===== config.mk =====
export PLATFORM = sky130hd
export DESIGN_NAME = spi_cmd_decoder
export DESIGN_NICKNAME = d
export VERILOG_FILES = /design/src/rtl/spi_cmd_decoder.sv
export SDC_FILE = /design/constraint.sdc
export NUM_CORES = 1
export LEC_CHECK = 0
export CAP_MARGIN = 20
export CORE_MARGIN = 3
export CORE_UTILIZATION = 57
export DETAILED_ROUTE_END_ITERATION = 16
export PLACE_DENSITY = 0.83
export SLEW_MARGIN = 15
export SYNTH_ARGS = -nofsm -noshare
export SYNTH_HDL_FRONTEND = slang
export SYNTH_SLANG_ARGS = --single-unit

===== constraint.sdc =====
create_clock -name clk -period 2.69 [get_ports clk]
set_input_delay 0.4035 -clock clk [delete_from_list [all_inputs] [get_ports clk]]
set_output_delay 0.4035 -clock clk [all_outputs]
set_load 0.005 [all_outputs]

===== src/rtl/spi_cmd_decoder.sv =====
// SPI mode-0 slave that deserialises two-byte command frames into the clk domain.
// Reports roll frames, unknown commands and malformed or stalled frames as one-cycle strobes.
module spi_cmd_decoder #(
    parameter logic [7:0]  CMD_ROLL       = 8'h41,
    parameter int unsigned SYNC_STAGES    = 2,
    parameter int unsigned TIMEOUT_CYCLES = 1024
) (
    input  logic       clk,
    input  logic       rst_n,
    input  logic       sclk,
    input  logic       mosi,
    input  logic       cs_n,
    output logic       roll_valid,
    output logic [7:0] roll_data,
    output logic       unk_cmd,
    output logic [7:0] cmd_code,
    output logic       frame_err,
    output logic       busy
);

    localparam int unsigned     TO_W    = $clog2(TIMEOUT_CYCLES + 1);
    localparam logic [TO_W-1:0] TO_LAST = TO_W'(TIMEOUT_CYCLES - 1);

    typedef enum logic [1:0] {
        IDLE,
        RX_CMD,
        RX_DATA,
        WAIT_END
    } state_t;

    logic [SYNC_STAGES-1:0] r_sclk_sync;
    logic [SYNC_STAGES-1:0] r_mosi_sync;
    logic [SYNC_STAGES-1:0] r_cs_sync;
    logic                   r_sclk_prev;
    logic                   r_cs_prev;
    logic [SYNC_STAGES:0]   r_boot;

    logic w_sclk_s;
    logic w_mosi_s;
    logic w_cs_s;
    logic w_sclk_rise;
    logic w_cs_rise;
    logic w_cs_fall;
    logic w_boot;

    state_t          r_state;
    logic [15:0]     r_shift;
    logic [4:0]      r_bit_cnt;
    logic [TO_W-1:0] r_to_cnt;

    assign w_sclk_s    = r_sclk_sync[SYNC_STAGES-1];
    assign w_mosi_s    = r_mosi_sync[SYNC_STAGES-1];
    assign w_cs_s      = r_cs_sync[SYNC_STAGES-1];
    assign w_sclk_rise = w_sclk_s & ~r_sclk_prev;
    assign w_cs_rise   = w_cs_s & ~r_cs_prev;
    assign w_cs_fall   = ~w_cs_s & r_cs_prev;
    // Stays high until the first post-reset sample of cs_n has crossed the
    // synchroniser, so a frame already in progress at reset lands in WAIT_END.
    assign w_boot      = r_boot[SYNC_STAGES];

    always_ff @(posedge clk or negedge rst_n) begin
        if (!rst_n) begin
            r_sclk_sync <= '0;
            r_mosi_sync <= '0;
            r_cs_sync   <= '1;
            r_sclk_prev <= 1'b0;
            r_cs_prev   <= 1'b1;
            r_boot      <= '1;
        end else begin
            r_sclk_sync <= {r_sclk_sync[SYNC_STAGES-2:0], sclk};
            r_mosi_sync <= {r_mosi_sync[SYNC_STAGES-2:0], mosi};
            r_cs_sync   <= {r_cs_sync[SYNC_STAGES-2:0], cs_n};
            r_sclk_prev <= w_sclk_s;
            r_cs_prev   <= w_cs_s;
            r_boot      <= {r_boot[SYNC_STAGES-1:0], 1'b0};
        end
    end

    always_ff @(posedge clk or negedge rst_n) begin
        if (!rst_n) begin
            r_state    <= IDLE;
            r_shift    <= '0;
            r_bit_cnt  <= '0;
            r_to_cnt   <= '0;
            roll_valid <= 1'b0;
            roll_data  <= '0;
            unk_cmd    <= 1'b0;
            cmd_code   <= '0;
            frame_err  <= 1'b0;
            busy       <= 1'b0;
        end else begin
            roll_valid <= 1'b0;
            unk_cmd    <= 1'b0;
            frame_err  <= 1'b0;
            case (r_state)
                IDLE: begin
                    if (w_cs_fall) begin
                        r_bit_cnt <= '0;
                        r_to_cnt  <= '0;
                        r_state   <= w_boot ? WAIT_END : RX_CMD;
                        busy      <= 1'b1;
                    end
                end
                RX_CMD, RX_DATA: begin
                    // cs_n rise has priority: a coincident sclk rise is dropped.
                    if (w_cs_rise) begin
                        r_state <= IDLE;
                        busy    <= 1'b0;
                        if (r_bit_cnt == 5'd16) begin
                            cmd_code <= r_shift[15:8];
                            if (r_shift[15:8] == CMD_ROLL) begin
                                roll_valid <= 1'b1;
                                roll_data  <= r_shift[7:0];
                            end else begin
                                unk_cmd <= 1'b1;
                            end
                        end else begin
                            frame_err <= 1'b1;
                        end
                    end else if (w_sclk_rise) begin
                        r_shift  <= {r_shift[14:0], w_mosi_s};
                        r_to_cnt <= '0;
                        if (r_bit_cnt != 5'd17) begin
                            r_bit_cnt <= r_bit_cnt + 5'd1;
                        end
                        if (r_state == RX_CMD && r_bit_cnt == 5'd7) begin
                            r_state <= RX_DATA;
                        end
                    end else if (r_to_cnt == TO_LAST) begin
                        r_state   <= WAIT_END;
                        frame_err <= 1'b1;
                    end else begin
                        r_to_cnt <= r_to_cnt + TO_W'(1);
                    end
                end
                WAIT_END: begin
                    if (w_cs_rise) begin
                        r_state <= IDLE;
                        busy    <= 1'b0;
                    end
                end
                default: begin
                    r_state <= IDLE;
                    busy    <= 1'b0;
                end
            endcase
        end
    end

endmodule


==> impl_metrics.prom <==
# TYPE chip_impl_metric gauge
chip_impl_info{name="run_status",value="finished, final reports clean"} 1
chip_impl_metric{name="grt.overflow.total",unit=""} 0
chip_impl_metric{name="cp_slowest_stage_delay",unit="ns"} 0.60
chip_impl_metric{name="floorplan.core_area",unit="mm^2"} 0.00479
chip_impl_metric{name="netlist_area",unit="mm^2"} 0.00287
chip_impl_metric{name="place.port_buffers",unit=""} 24
chip_impl_metric{name="chipWidth",unit="um"} 76.9
chip_impl_metric{name="post_cts.repair.setup_buffers",unit=""} 0
chip_impl_metric{name="wirelength",unit="mm"} 5.01
chip_impl_info{name="topRoutingLayerUsed",value="met4"} 1
chip_impl_metric{name="synth_cell_type_count",unit=""} 49
chip_impl_metric{name="finalMaxSlewViolations",unit=""} 0
chip_impl_metric{name="dieHeight",unit="um"} 76.9
chip_impl_metric{name="power-per-cell-area",unit="mW/mm^2"} 894
chip_impl_metric{name="synthesis.yosys.warnings",unit=""} 0
chip_impl_metric{name="design.die.area",unit="mm^2"} 0.00592
chip_impl_metric{name="design_power_total",unit="mW"} 3.03
chip_impl_metric{name="wl_per_cell",unit="um"} 14.7
chip_impl_metric{name="postRouteAntennaNets",unit=""} 0
chip_impl_metric{name="antenna_found_initial",unit=""} 0
chip_impl_metric{name="cellLeakagePower",unit="nW"} 1.59
chip_impl_info{name="cpMaxStageDelayCell",value="ha_1"} 1
chip_impl_metric{name="grt.total_usage",unit="%"} 18.7
chip_impl_info{name="start_kind",value="register"} 1
chip_impl_info{name="layout_commonest_cell",value="dfrtp_1"} 1
chip_impl_metric{name="n_antenna_cell",unit=""} 0
chip_impl_info{name="clock_tree_from_tritoncts",value="yes"} 1
chip_impl_metric{name="nFillCells",unit=""} 334
chip_impl_info{name="rsz0062_at_grt",value="no"} 1
chip_impl_metric{name="fraction_of_registers_with_async_set_reset",unit="%"} 100
chip_impl_metric{name="seq_area_frac_synth",unit="%"} 57.0
chip_impl_metric{name="htree_levels",unit=""} 3
chip_impl_metric{name="route.met2.wl",unit="mm"} 2.41
chip_impl_metric{name="vias",unit=""} 1867
chip_impl_metric{name="path_clk_slew",unit="ns"} 0.07
chip_impl_metric{name="footprint_of_the_multi_input_gates",unit="mm^2"} 0.00117
chip_impl_metric{name="largest_net_degree_at_the_start_of_global_routing",unit=""} 34
chip_impl_metric{name="setup_total_negative_slack",unit="ns"} 0
chip_impl_metric{name="netlist_instances",unit=""} 235
chip_impl_info{name="critical_path_class",value="register to register"} 1
chip_impl_metric{name="final-setup-viol-count",unit=""} 0
chip_impl_metric{name="worst_ir_drop_vdd",unit="V"} 0.000510
chip_impl_metric{name="synth-edff-count",unit=""} 0
chip_impl_metric{name="first_pass_grt_wire_length",unit="mm"} 8.69
chip_impl_metric{name="drt-initial-drc-count",unit=""} 91
chip_impl_metric{name="start_util",unit="%"} 59.9
chip_impl_metric{name="gp_congestion",unit=""} 0.877
chip_impl_metric{name="detail_route.wirelength.met1",unit="mm"} 2.32
chip_impl_metric{name="syn_area_per_cell",unit="um^2"} 12.2
chip_impl_metric{name="cts_hold_buffers",unit=""} 0
chip_impl_metric{name="cap_violations",unit=""} 0
chip_impl_metric{name="post-dp-hpwl",unit="mm"} 3.38
chip_impl_metric{name="final_layout_size_suffix_gt1_share",unit="%"} 25.2
chip_impl_metric{name="clk-insertion-delay-late",unit="ns"} 0.33
chip_impl_metric{name="worst-endpoint-arrival",unit="ns"} 2.61
chip_impl_metric{name="post_route_clock_period_utilization",unit="%"} 87.1
chip_impl_metric{name="worstPathMaxFanout",unit=""} 17
chip_impl_metric{name="std_cell_rows",unit=""} 25
chip_impl_info{name="worstPathCellList",value="inv_1, ha_1, inv_2, nor2_2, o211ai_2, or3b_2, nand2_1"} 1
chip_impl_metric{name="max-clock-path-buffers",unit=""} 2
chip_impl_metric{name="drt_first_pass_iters",unit=""} 4
chip_impl_metric{name="number_of_global_route_vias_before_repair",unit=""} 1853
chip_impl_metric{name="areaGrowthSynthToFinish",unit="%"} 18.3
chip_impl_info{name="layout.cells.most_common_list",value="dfrtp_1, mux2_2, clkdlybuf4s50_1"} 1
chip_impl_info{name="worst_setup_path_end_kind",value="register"} 1
chip_impl_metric{name="num_io_pins",unit=""} 25
chip_impl_metric{name="cts_resized",unit=""} 0
chip_impl_metric{name="synth-seq-cells",unit=""} 65
chip_impl_metric{name="final_net_count",unit=""} 283
chip_impl_metric{name="fmaxAchievable",unit="GHz"} 0.427
chip_impl_metric{name="area.sequential",unit="mm^2"} 0.00163
chip_impl_metric{name="worst_ep_required_time",unit="ns"} 2.96
chip_impl_info{name="synth_ff_type",value="dfrtp_1"} 1
chip_impl_info{name="hold_path_class",value="input pin to asynchronous set/reset pin"} 1
chip_impl_metric{name="worst_pin_slew",unit="ns"} 0.711
chip_impl_metric{name="clock-skew-final",unit="ns"} 0.00722
chip_impl_metric{name="tritoncts.num_buffers",unit=""} 9
chip_impl_metric{name="met3RoutedLength",unit="um"} 180
chip_impl_metric{name="drc",unit=""} 0
chip_impl_info{name="clk_root_buffer_cell",value="clkbuf_8"} 1
chip_impl_metric{name="viasPerCell",unit=""} 5.48
chip_impl_metric{name="period_needed",unit="ns"} 2.34
chip_impl_metric{name="synth_fp_nets",unit=""} 249
chip_impl_metric{name="clock_sinks",unit=""} 65
chip_impl_metric{name="worst_slew_margin",unit="%"} 52.6
chip_impl_metric{name="timing_hold_violations_final",unit=""} 0
[worst max-delay path, delay by kind of cell (launching register included)]
| family | cells | cell delay [ns] |
|---|---|---|
| fa+ha+maj | 1 | 0.60 |
| compound gates | 1 | 0.23 |
| buf+inv | 2 | 0.22 |
| simple gates | 3 | 0.85 |
| flops | 1 | 0.39 |
[per-layer routing]
layer	vias to the layer above	GRT usage [%]
met4	0	10.3
met1	910	24.6
met5	-	0
met3	9	3.76
li1	905	-
met2	43	29.1
[power by group]
group	leakage [nW]	switching, mW	internal [mW]
Clock	0.107	0.345	0.504
Combinational	0.634	0.530	0.393
Sequential	0.845	0.129	1.13
[synth_stat cells, types with 3 or more instances]
cell type	count	share of area [%]
dfrtp_1	59	51
mux2_2	32	13
nor2_1	18	2.4
nand2_1	15	2.0
nand3_1	10	1.7
ha_1	9	3.9
o21ai_1	9	1.6
dfstp_2	6	5.5
inv_1	6	0.79
mux2i_1	5	1.7
a21oi_1	4	0.70
and3_1	4	0.87
nand2b_1	4	0.87
o31ai_1	4	1.0
nand3b_1	3	0.79
nor3_1	3	0.52
o21ai_0	3	0.52
[worst paths after layout]
check | startpoint | to | slack, ns | depth (start not counted)
max in group asynchronous | rst_n | roll_valid$_DFF_PN0_ | 1.86 | 2
setup / recovery | r_state[0]$_DFFE_PN0P_ | r_to_cnt[4]$_DFFE_PN0P_ | 0.35 | 7
setup reg to reg | r_state[0]$_DFFE_PN0P_ | r_to_cnt[4]$_DFFE_PN0P_ | 0.35 | 7
hold reg to reg | r_mosi_sync[0]$_DFF_PN0_ | r_mosi_sync[1]$_DFF_PN0_ | 0.35 | 0
hold / removal | rst_n | r_to_cnt[9]$_DFFE_PN0P_ | 0.12 | 1
min in group clk | r_mosi_sync[0]$_DFF_PN0_ | r_mosi_sync[1]$_DFF_PN0_ | 0.35 | 0
[cells by family (layout without fill, tap and decap cells)]
family	count (synthesis)	count (layout)	share of synthesized area, %
adders and majority gates	9	9	3.93
muxes	37	37	14.3
and+or+nand+nor	75	75	14.0
buffers and inverters	13	52	2.31
DFF	65	65	57.0
other	1	1	0.131
AOI/OAI and AO/OA	35	35	8.33
[metrics by stage]
stage / util (%) / setup slack [ns] / instances / instance area [um^2] / hold WS, ns
floorplan: - / 0.774 / 235 / 2870 / 0.108
global placement: 66.5 / 0.475 / 325 / 3180 / 0.335
detailed placement: 66.5 / 0.363 / 325 / 3180 / 0.336
CTS: 70.9 / 0.378 / 341 / 3390 / 0.134
global route: 70.9 / 0.149 / 341 / 3390 / 0.157
finish: 70.9 / 0.346 / 341 / 3390 / 0.116
[flip-flops by register name, indices dropped and copies added, names as in the netlist]
| register | cells |
|---|---|
| r_shift | 16 |
| frame_err | 1 |
| r_sclk_sync | 2 |
| unk_cmd | 1 |
| busy | 1 |
| r_boot | 3 |
| r_cs_sync | 2 |
| roll_valid | 1 |
| r_to_cnt | 11 |
| r_sclk_prev | 1 |
| r_state | 2 |
| r_mosi_sync | 2 |
| cmd_code | 8 |
| roll_data | 8 |
| r_bit_cnt | 5 |
| r_cs_prev | 1 |
[final cells by class]
class	count	area share, %
tap	67	2.47
clock inverter	2	1.03
timing repair buffer	29	8.04
multi-input combinational	157	34.4
inverter	7	0.775
clock buffer	14	5.09
sequential	65	48.2
No activity file was read; power rests on OpenSTA's default activity.
